<file path="config.mk">
export PLATFORM = sky130hd
export DESIGN_NAME = mem_arbiter_rr_flat
export DESIGN_NICKNAME = d
export VERILOG_FILES = /design/src/rtl/mem_arbiter_rr_pkg.sv /design/src/rtl/mem_arbiter_rr_if.sv /design/src/rtl/mem_arbiter_rr_pick.sv /design/src/rtl/mem_arbiter_rr.sv /design/src/flat_wrapper.sv
export SDC_FILE = /design/constraint.sdc
export NUM_CORES = 1
export LEC_CHECK = 0
export CORE_AREA = 3 3 541 543
export DETAILED_ROUTE_END_ITERATION = 7
export DIE_AREA = 0 0 544 546
export DONT_BUFFER_PORTS = 1
export GPL_TIMING_DRIVEN = 0
export PLACE_DENSITY = 0.3
export RECOVER_POWER = 25
export SETUP_SLACK_MARGIN = 0.05
export SYNTH_ARGS = -nofsm -noshare
export SYNTH_HDL_FRONTEND = slang
export SYNTH_SLANG_ARGS = --single-unit
</file>
<file path="constraint.sdc">
create_clock -name clk -period 2.4 [get_ports clk]
set_clock_uncertainty 0.15 [all_clocks]
set_input_delay 0.48 -clock clk [delete_from_list [all_inputs] [get_ports clk]]
set_output_delay 0.48 -clock clk [all_outputs]
set_load 0.01 [all_outputs]
</file>
<file path="src/rtl/mem_arbiter_rr_pkg.sv">
// -----------------------------------------------------------------------------
// arb_pkg
// Shared types and defaults for the N-channel line-memory arbiter.
//   arb_state_t : arbiter FSM states (IDLE, ISSUE, SETTLE)
//   arb_op_t    : registered operation of the current grant
//   ARB_ADDR_W / ARB_LINE_W : default address and cacheline widths
//   arb_idx_w() : channel-index width, never below 1 bit
// No ports (package).
// -----------------------------------------------------------------------------
package arb_pkg;

    typedef enum logic [1:0] {
        IDLE,
        ISSUE,
        SETTLE
    } arb_state_t;

    typedef enum logic {
        OP_READ,
        OP_WRITE
    } arb_op_t;

    localparam int ARB_ADDR_W = 32;
    localparam int ARB_LINE_W = 256;

    function automatic int arb_idx_w(input int n);
        return (n > 1) ? $clog2(n) : 1;
    endfunction

endpackage

</file>
<file path="src/rtl/mem_arbiter_rr_if.sv">
// -----------------------------------------------------------------------------
// mem_arbiter_rr_if
// Bundles the requester-side and adaptor-side buses of mem_arbiter_rr.
//   req_read/req_write [NUM_CH]   per-channel line requests (held until resp)
//   req_address [NUM_CH*ADDR_W]   flattened, channel i at [i*ADDR_W +: ADDR_W]
//   req_wdata   [NUM_CH*LINE_W]   flattened, channel i at [i*LINE_W +: LINE_W]
//   req_rdata   [LINE_W]          read line shared by all channels
//   req_resp    [NUM_CH]          one-hot completion pulse
//   mem_*                         single line port to the cacheline adaptor
//   grant_idx, busy               arbitration status
// Modports: slave = arbiter view, master = environment view.
// -----------------------------------------------------------------------------
interface mem_arbiter_rr_if
    import arb_pkg::*;
#(
    parameter int NUM_CH = 2,
    parameter int ADDR_W = ARB_ADDR_W,
    parameter int LINE_W = ARB_LINE_W
) ();

    localparam int IDX_W = arb_idx_w(NUM_CH);

    logic [NUM_CH-1:0]        req_read;
    logic [NUM_CH-1:0]        req_write;
    logic [NUM_CH*ADDR_W-1:0] req_address;
    logic [NUM_CH*LINE_W-1:0] req_wdata;
    logic [LINE_W-1:0]        req_rdata;
    logic [NUM_CH-1:0]        req_resp;

    logic [ADDR_W-1:0]        mem_address;
    logic [LINE_W-1:0]        mem_wdata;
    logic                     mem_read;
    logic                     mem_write;
    logic [LINE_W-1:0]        mem_rdata;
    logic                     mem_resp;

    logic [IDX_W-1:0]         grant_idx;
    logic                     busy;

    modport slave (
        input  req_read, req_write, req_address, req_wdata, mem_rdata, mem_resp,
        output req_rdata, req_resp, mem_address, mem_wdata, mem_read, mem_write,
               grant_idx, busy
    );

    modport master (
        output req_read, req_write, req_address, req_wdata, mem_rdata, mem_resp,
        input  req_rdata, req_resp, mem_address, mem_wdata, mem_read, mem_write,
               grant_idx, busy
    );

endinterface

</file>
<file path="src/rtl/mem_arbiter_rr_pick.sv">
// -----------------------------------------------------------------------------
// rr_pick
// Combinational winner selection: first pending channel at or after rr_ptr_i,
// wrapping modulo NUM_CH.
//   pending_i [NUM_CH]  channels with an active request
//   rr_ptr_i  [IDX_W]   search start (tie to 0 for fixed priority)
//   valid_o             any channel pending
//   idx_o     [IDX_W]   winning channel
// -----------------------------------------------------------------------------
module rr_pick #(
    parameter int NUM_CH = 2,
    parameter int IDX_W  = 1
) (
    input  logic [NUM_CH-1:0] pending_i,
    input  logic [IDX_W-1:0]  rr_ptr_i,
    output logic              valid_o,
    output logic [IDX_W-1:0]  idx_o
);

    logic [2*NUM_CH-1:0] dbl;
    logic [2*NUM_CH-1:0] masked;

    always_comb begin
        dbl    = {pending_i, pending_i};
        // Masking off positions below rr_ptr in the doubled vector leaves the
        // upper copy intact, so the wrap-around candidates are found above.
        masked = dbl & ({(2*NUM_CH){1'b1}} << rr_ptr_i);
        valid_o = |pending_i;
        idx_o   = '0;
        // Scan downward so the lowest set position wins.
        for (int j = 2*NUM_CH-1; j >= 0; j--) begin
            if (masked[j]) begin
                idx_o = IDX_W'(j % NUM_CH);
            end
        end
    end

endmodule

</file>
<file path="src/rtl/mem_arbiter_rr.sv">
// -----------------------------------------------------------------------------
// mem_arbiter_rr
// N-channel line-memory arbiter between cache pmem ports and one cacheline
// adaptor. One outstanding transaction; the winner's address, data and op are
// registered for the whole transaction.
//   clk      : clock
//   reset_n  : synchronous active-low reset
//   arb_if   : mem_arbiter_rr_if.slave (requester and adaptor buses, status)
// Build option: define ARB_FIXED_PRIO_EN for fixed priority (channel 0 highest,
// no rotating pointer); default is round-robin.
// -----------------------------------------------------------------------------
module mem_arbiter_rr
    import arb_pkg::*;
#(
    parameter int NUM_CH = 2,
    parameter int ADDR_W = ARB_ADDR_W,
    parameter int LINE_W = ARB_LINE_W
) (
    input  logic             clk,
    input  logic             reset_n,
    mem_arbiter_rr_if.slave  arb_if
);

    localparam int IDX_W = arb_idx_w(NUM_CH);

    arb_state_t        state_q;
    arb_op_t           op_q;
    logic [IDX_W-1:0]  grant_q;
    logic [ADDR_W-1:0] addr_q;
    logic [LINE_W-1:0] wdata_q;

    logic [NUM_CH-1:0] pending;
    logic              pick_valid;
    logic [IDX_W-1:0]  pick_idx;
    logic [IDX_W-1:0]  pick_ptr;
    logic              resp_hit;
    logic [NUM_CH-1:0] resp_onehot;

    assign pending = arb_if.req_read | arb_if.req_write;

`ifdef ARB_FIXED_PRIO_EN
    assign pick_ptr = '0;
`else
    logic [IDX_W-1:0] rr_ptr_q;
    logic [IDX_W-1:0] rr_ptr_d;

    assign rr_ptr_d = (grant_q == IDX_W'(NUM_CH - 1)) ? '0 : grant_q + 1'b1;
    assign pick_ptr = rr_ptr_q;
`endif

    rr_pick #(
        .NUM_CH (NUM_CH),
        .IDX_W  (IDX_W)
    ) u_pick (
        .pending_i (pending),
        .rr_ptr_i  (pick_ptr),
        .valid_o   (pick_valid),
        .idx_o     (pick_idx)
    );

    // Completion is combinational so the requester sees it in the mem_resp cycle.
    assign resp_hit = (state_q == ISSUE) && arb_if.mem_resp;

    always_comb begin
        resp_onehot           = '0;
        resp_onehot[grant_q]  = resp_hit;
    end

    assign arb_if.req_resp    = resp_onehot;
    assign arb_if.req_rdata   = arb_if.mem_rdata;
    assign arb_if.mem_address = addr_q;
    assign arb_if.mem_wdata   = wdata_q;
    assign arb_if.mem_read    = (state_q == ISSUE) && (op_q == OP_READ);
    assign arb_if.mem_write   = (state_q == ISSUE) && (op_q == OP_WRITE);
    assign arb_if.grant_idx   = grant_q;
    assign arb_if.busy        = (state_q != IDLE);

    always_ff @(posedge clk) begin
        if (!reset_n) begin
            state_q <= IDLE;
            op_q    <= OP_READ;
            grant_q <= '0;
            addr_q  <= '0;
            wdata_q <= '0;
`ifndef ARB_FIXED_PRIO_EN
            rr_ptr_q <= '0;
`endif
        end else begin
            case (state_q)
                IDLE: begin
                    if (pick_valid) begin
                        grant_q <= pick_idx;
                        addr_q  <= arb_if.req_address[int'(pick_idx)*ADDR_W +: ADDR_W];
                        wdata_q <= arb_if.req_wdata[int'(pick_idx)*LINE_W +: LINE_W];
                        // A channel asserting both read and write is a write.
                        op_q    <= arb_if.req_write[pick_idx] ? OP_WRITE : OP_READ;
                        state_q <= ISSUE;
                    end
                end
                ISSUE: begin
                    if (arb_if.mem_resp) begin
                        state_q <= SETTLE;
                    end
                end
                SETTLE: begin
`ifndef ARB_FIXED_PRIO_EN
                    rr_ptr_q <= rr_ptr_d;
`endif
                    state_q  <= IDLE;
                end
                default: state_q <= IDLE;
            endcase
        end
    end

endmodule
</file>
<file path="src/flat_wrapper.sv">
// flat-port wrapper written by rule: the top's interface ports become plain ports
module mem_arbiter_rr_flat import arb_pkg::*;
#(
    parameter int NUM_CH = 2,
    parameter int ADDR_W = ARB_ADDR_W,
    parameter int LINE_W = ARB_LINE_W
)
  (clk, reset_n, arb_if_req_read, arb_if_req_write, arb_if_req_address, arb_if_req_wdata, arb_if_mem_rdata, arb_if_mem_resp, arb_if_req_rdata, arb_if_req_resp, arb_if_mem_address, arb_if_mem_wdata, arb_if_mem_read, arb_if_mem_write, arb_if_grant_idx, arb_if_busy);
  mem_arbiter_rr_if #(.NUM_CH(NUM_CH), .ADDR_W(ADDR_W), .LINE_W(LINE_W)) arb_if_i ();
  input  logic clk;
  input  logic reset_n;
  input wire logic [$bits(arb_if_i.req_read)-1:0] arb_if_req_read;
  input wire logic [$bits(arb_if_i.req_write)-1:0] arb_if_req_write;
  input wire logic [$bits(arb_if_i.req_address)-1:0] arb_if_req_address;
  input wire logic [$bits(arb_if_i.req_wdata)-1:0] arb_if_req_wdata;
  input wire logic [$bits(arb_if_i.mem_rdata)-1:0] arb_if_mem_rdata;
  input wire logic [$bits(arb_if_i.mem_resp)-1:0] arb_if_mem_resp;
  output wire logic [$bits(arb_if_i.req_rdata)-1:0] arb_if_req_rdata;
  output wire logic [$bits(arb_if_i.req_resp)-1:0] arb_if_req_resp;
  output wire logic [$bits(arb_if_i.mem_address)-1:0] arb_if_mem_address;
  output wire logic [$bits(arb_if_i.mem_wdata)-1:0] arb_if_mem_wdata;
  output wire logic [$bits(arb_if_i.mem_read)-1:0] arb_if_mem_read;
  output wire logic [$bits(arb_if_i.mem_write)-1:0] arb_if_mem_write;
  output wire logic [$bits(arb_if_i.grant_idx)-1:0] arb_if_grant_idx;
  output wire logic [$bits(arb_if_i.busy)-1:0] arb_if_busy;
  assign arb_if_i.req_read = arb_if_req_read;
  assign arb_if_i.req_write = arb_if_req_write;
  assign arb_if_i.req_address = arb_if_req_address;
  assign arb_if_i.req_wdata = arb_if_req_wdata;
  assign arb_if_i.mem_rdata = arb_if_mem_rdata;
  assign arb_if_i.mem_resp = arb_if_mem_resp;
  assign arb_if_req_rdata = arb_if_i.req_rdata;
  assign arb_if_req_resp = arb_if_i.req_resp;
  assign arb_if_mem_address = arb_if_i.mem_address;
  assign arb_if_mem_wdata = arb_if_i.mem_wdata;
  assign arb_if_mem_read = arb_if_i.mem_read;
  assign arb_if_mem_write = arb_if_i.mem_write;
  assign arb_if_grant_idx = arb_if_i.grant_idx;
  assign arb_if_busy = arb_if_i.busy;
  mem_arbiter_rr #(.NUM_CH(NUM_CH), .ADDR_W(ADDR_W), .LINE_W(LINE_W)) u_core (.clk(clk), .reset_n(reset_n), .arb_if(arb_if_i));
endmodule
</file>
==> results.yml <==
detailed_routing:
  wl_per_cell_um: 30.9
  via_per_inst: 3.24
  vias: 21191
  drt.antenna.violating_nets: 0
  detail_route.first_pass.iterations: 5
  drc: 0
  wl_um: 202000
  drtIter0Drc: 2491
synth:
  syn-num-nets: 2826
  yosys.area.top_type: "dfxtp_1"
  synth_top_area_share_pct: 36.3
  ys_seq_area_share_pct: 36.3
  synthCells: 1987
  avgSynthCellArea_um2: 8.13
  ys_types: 27
  syn-cell-area_um2: 16200
  ys_ff_latch: 293
  synth_top_cells_by_area: "dfxtp_1 36%, a311oi_1 16%, buf_4 12%"
  yosys_warnings: 0
sta:
  hold_viol_final: 0
  worst_pin_slew_ps: 1240
  timing.final.crit_period_ps: 2390
  min_period_over_period_pct: 99.8
  slew_viol_final: 0
  rsz0062_at_grt: "yes"
  fin_tns_setup_ps: 0
  fmax_mhz: 418
  setup_ws_ps: 5.99
  slew_headroom_pct: 17.2
  finalSetupViolCount: 0
setup_path:
  slowest_delay_ps: 840
  cp.arrival_ps: 2800
  cp-end-kind: "flip-flop"
  timing.rr.end: "u_core.arb_if.mem_wdata[9]"
  crit_slowest_cell: "clkdlybuf4s15_1"
  cp.required_ps: 2810
  path_class: "in2reg"
  r2r_cells: 6
  crit_family: "buffers and inverters"
  crit_path_start_kind: "input pin"
  r2r_slack_ps: 30
  path_cells: "nor2_4, clkdlybuf4s15_1, clkbuf_1, o21ai_0, a311oi_1"
  cp_max_fo: 10
  crit_start: "arb_if_req_read[1]"
  path_buf_inv: 2
  r2r_start: "u_core.pick_ptr"
finish:
  final_nets: 3456
  regArea_um2: 5870
  fin_util_pct: 9.75
  area_growth_pct: 73.8
  drive_gt1_share_pct: 12.2
  stdcell_count: 6541
  n_fill_cell: 33651
  multi_input_area_um2: 7220
place:
  dp_slack_ps: -1520
  port_buffers: 0
  routabilityCongestion: 0.939
  dp_cells: 5770
  dp_hpwl_um: 173000
clock_tree:
  htreeDepth: 2
  cts-root-buf: "clkbuf_16"
  cts_max_path_buffers: 3
  numCtsBuffers: 44
  clk_pin_slew_worst_paths_ps: 60
  cts.sinks: 293
  clkLatencyLatePin_ps: 660
  cts_tree: "done"
global_routing:
  grt_pass1_vias: 20235
  track_usage_pct: 12.8
  grt_pass1_wl_um: 243000
  grt_max_degree: 13
  antenna_found_initial: 220
  grt_overflow_total: 0
power_and_ir_drop:
  powerDensity_nw_per_um2: 671
  p_leak_nw: 8.40
  p_total_mw: 18.9
  vdd_drop_max_v: 0.000515
die:
  io_pins: 1389
  die_h_um: 546
  die_x_um: 544
  initial_utilization_pct: 5.61
  std_cell_rows: 197
  dieArea_um2: 297000
  core_region_area_um2: 288000
min_path:
  hold_start: "arb_if_req_wdata[221]"
  hold_depth: 2
  hold_end: "u_core.arb_if.mem_wdata[221]"
  hold_path_class: "in2reg"
run_status:
  status: "completed"
run:
  maxCapViolations: 0
[through the flow]
stage / hold slack [ps] / instance area (um^2)
floorplan: 308 / 16200
global placement: 348 / 20900
detailed placement: 327 / 20900
CTS: 131 / 28500
global route: 110 / 28000
finish: 123 / 28100
[state kept, by name, indices dropped and copies added, names as in the netlist]
name	flops
u_core.arb_if.mem_wdata	256
u_core.arb_if.mem_address	32
u_core.state_q	2
u_core.arb_if.grant_idx	1
u_core.op_q	1
u_core.pick_ptr	1
[cell type report]
| cell class | instances | share of cell area, % |
|---|---|---|
| flip-flops and latches | 293 | 20.9 |
| well taps | 3781 | 16.8 |
| repair buffers | 584 | 20.9 |
| inverters | 3 | 0.0401 |
| plain buffers | 511 | 9.17 |
| clock buffers | 55 | 4.28 |
| clock inverters | 20 | 1.15 |
| diodes | 114 | 1.02 |
| multi-input cells | 1180 | 25.7 |
[per-layer routing]
metal | track usage, % | share of wire (%)
met3 | 4.85 | 10
met2 | 20.8 | 45
met4 | 6.73 | 6.0
met5 | 0 | 0.40
met1 | 14.5 | 38
[worst reg2reg max path, stage by stage (launching register included)]
cell and delay [ps]:
dfxtp_1 310, o21ba_1 260, buf_12 250, buf_6 280, clkbuf_2 330, o21ai_0 310
a311oi_1 380
[synth_stat cells (all sizes together)]
library cell,instances
buf,338
dfxtp,293
a21oi,291
o21ai,291
a311oi,289
nand3,289
clkbuf,173
nor2,7
inv,3
nand2,2
and2,1
and3,1
nand2b,1
nor2b,1
nor4,1
o21a,1
o21ba,1
o21bai,1
or2,1
or3,1
or4,1
[kinds of logic (layout without fill, tap and decap cells)]
family,count (synthesis),in the layout,synth area share [%]
compound gates,874,874,34.8
buf+inv,514,1173,19.4
flops,293,293,36.3
other cells,0,114,0
simple gates,306,306,9.52
[power breakdown]
group | internal [mW] | leakage (nW) | switching [mW]
clock network | 4.30 | 0.744 | 3.14
logic | 1.68 | 5.22 | 2.89
registers | 5.48 | 2.44 | 1.37
[cell usage in the layout (no fill, tap or decap), types with 2 or more instances in the layout]
cell           instances
dlygate4sd3_1        579
clkbuf_1             321
dfxtp_1              292
a311oi_1             289
o21ai_0              287
nand3_1              280
a21oi_1              251
diode_2              114
buf_4                 58
clkbuf_2              57
clkbuf_16             45
a21oi_2               40
buf_2                 34
buf_6                 28
clkbuf_4              10
nand3_2                9
buf_12                 7
clkinv_2               7
bufinv_16              7
buf_1                  5
nor2_1                 4
clkbuf_8               4
o21ai_1                3
inv_1                  2
nand2_1                2
nor2_2                 2
clkinvlp_4             2
clkinv_4               2
[worst max path at each step]
stage	to	depth (start not counted)
final	u_core.arb_if.mem_wdata[9]	5
after global routing	u_core.arb_if.mem_wdata[123]	6
after floorplan	u_core.arb_if.mem_wdata[100]	6
after global placement	u_core.arb_if.mem_wdata[112]	5
after detailed placement	u_core.arb_if.mem_wdata[45]	5
after CTS	u_core.state_q[0]	7
[repair_timing]
| action | CTS | global route |
|---|---|---|
| hold endpoints to repair | 292 | 0 |
| pin swaps | 1 | 0 |
| setup buffers | 3 | 0 |
| setup endpoints to repair | 293 | 243 |
| resized for setup | 78 | 86 |
| hold buffers | 579 | 0 |
No activity file was read; power rests on OpenSTA's default activity.
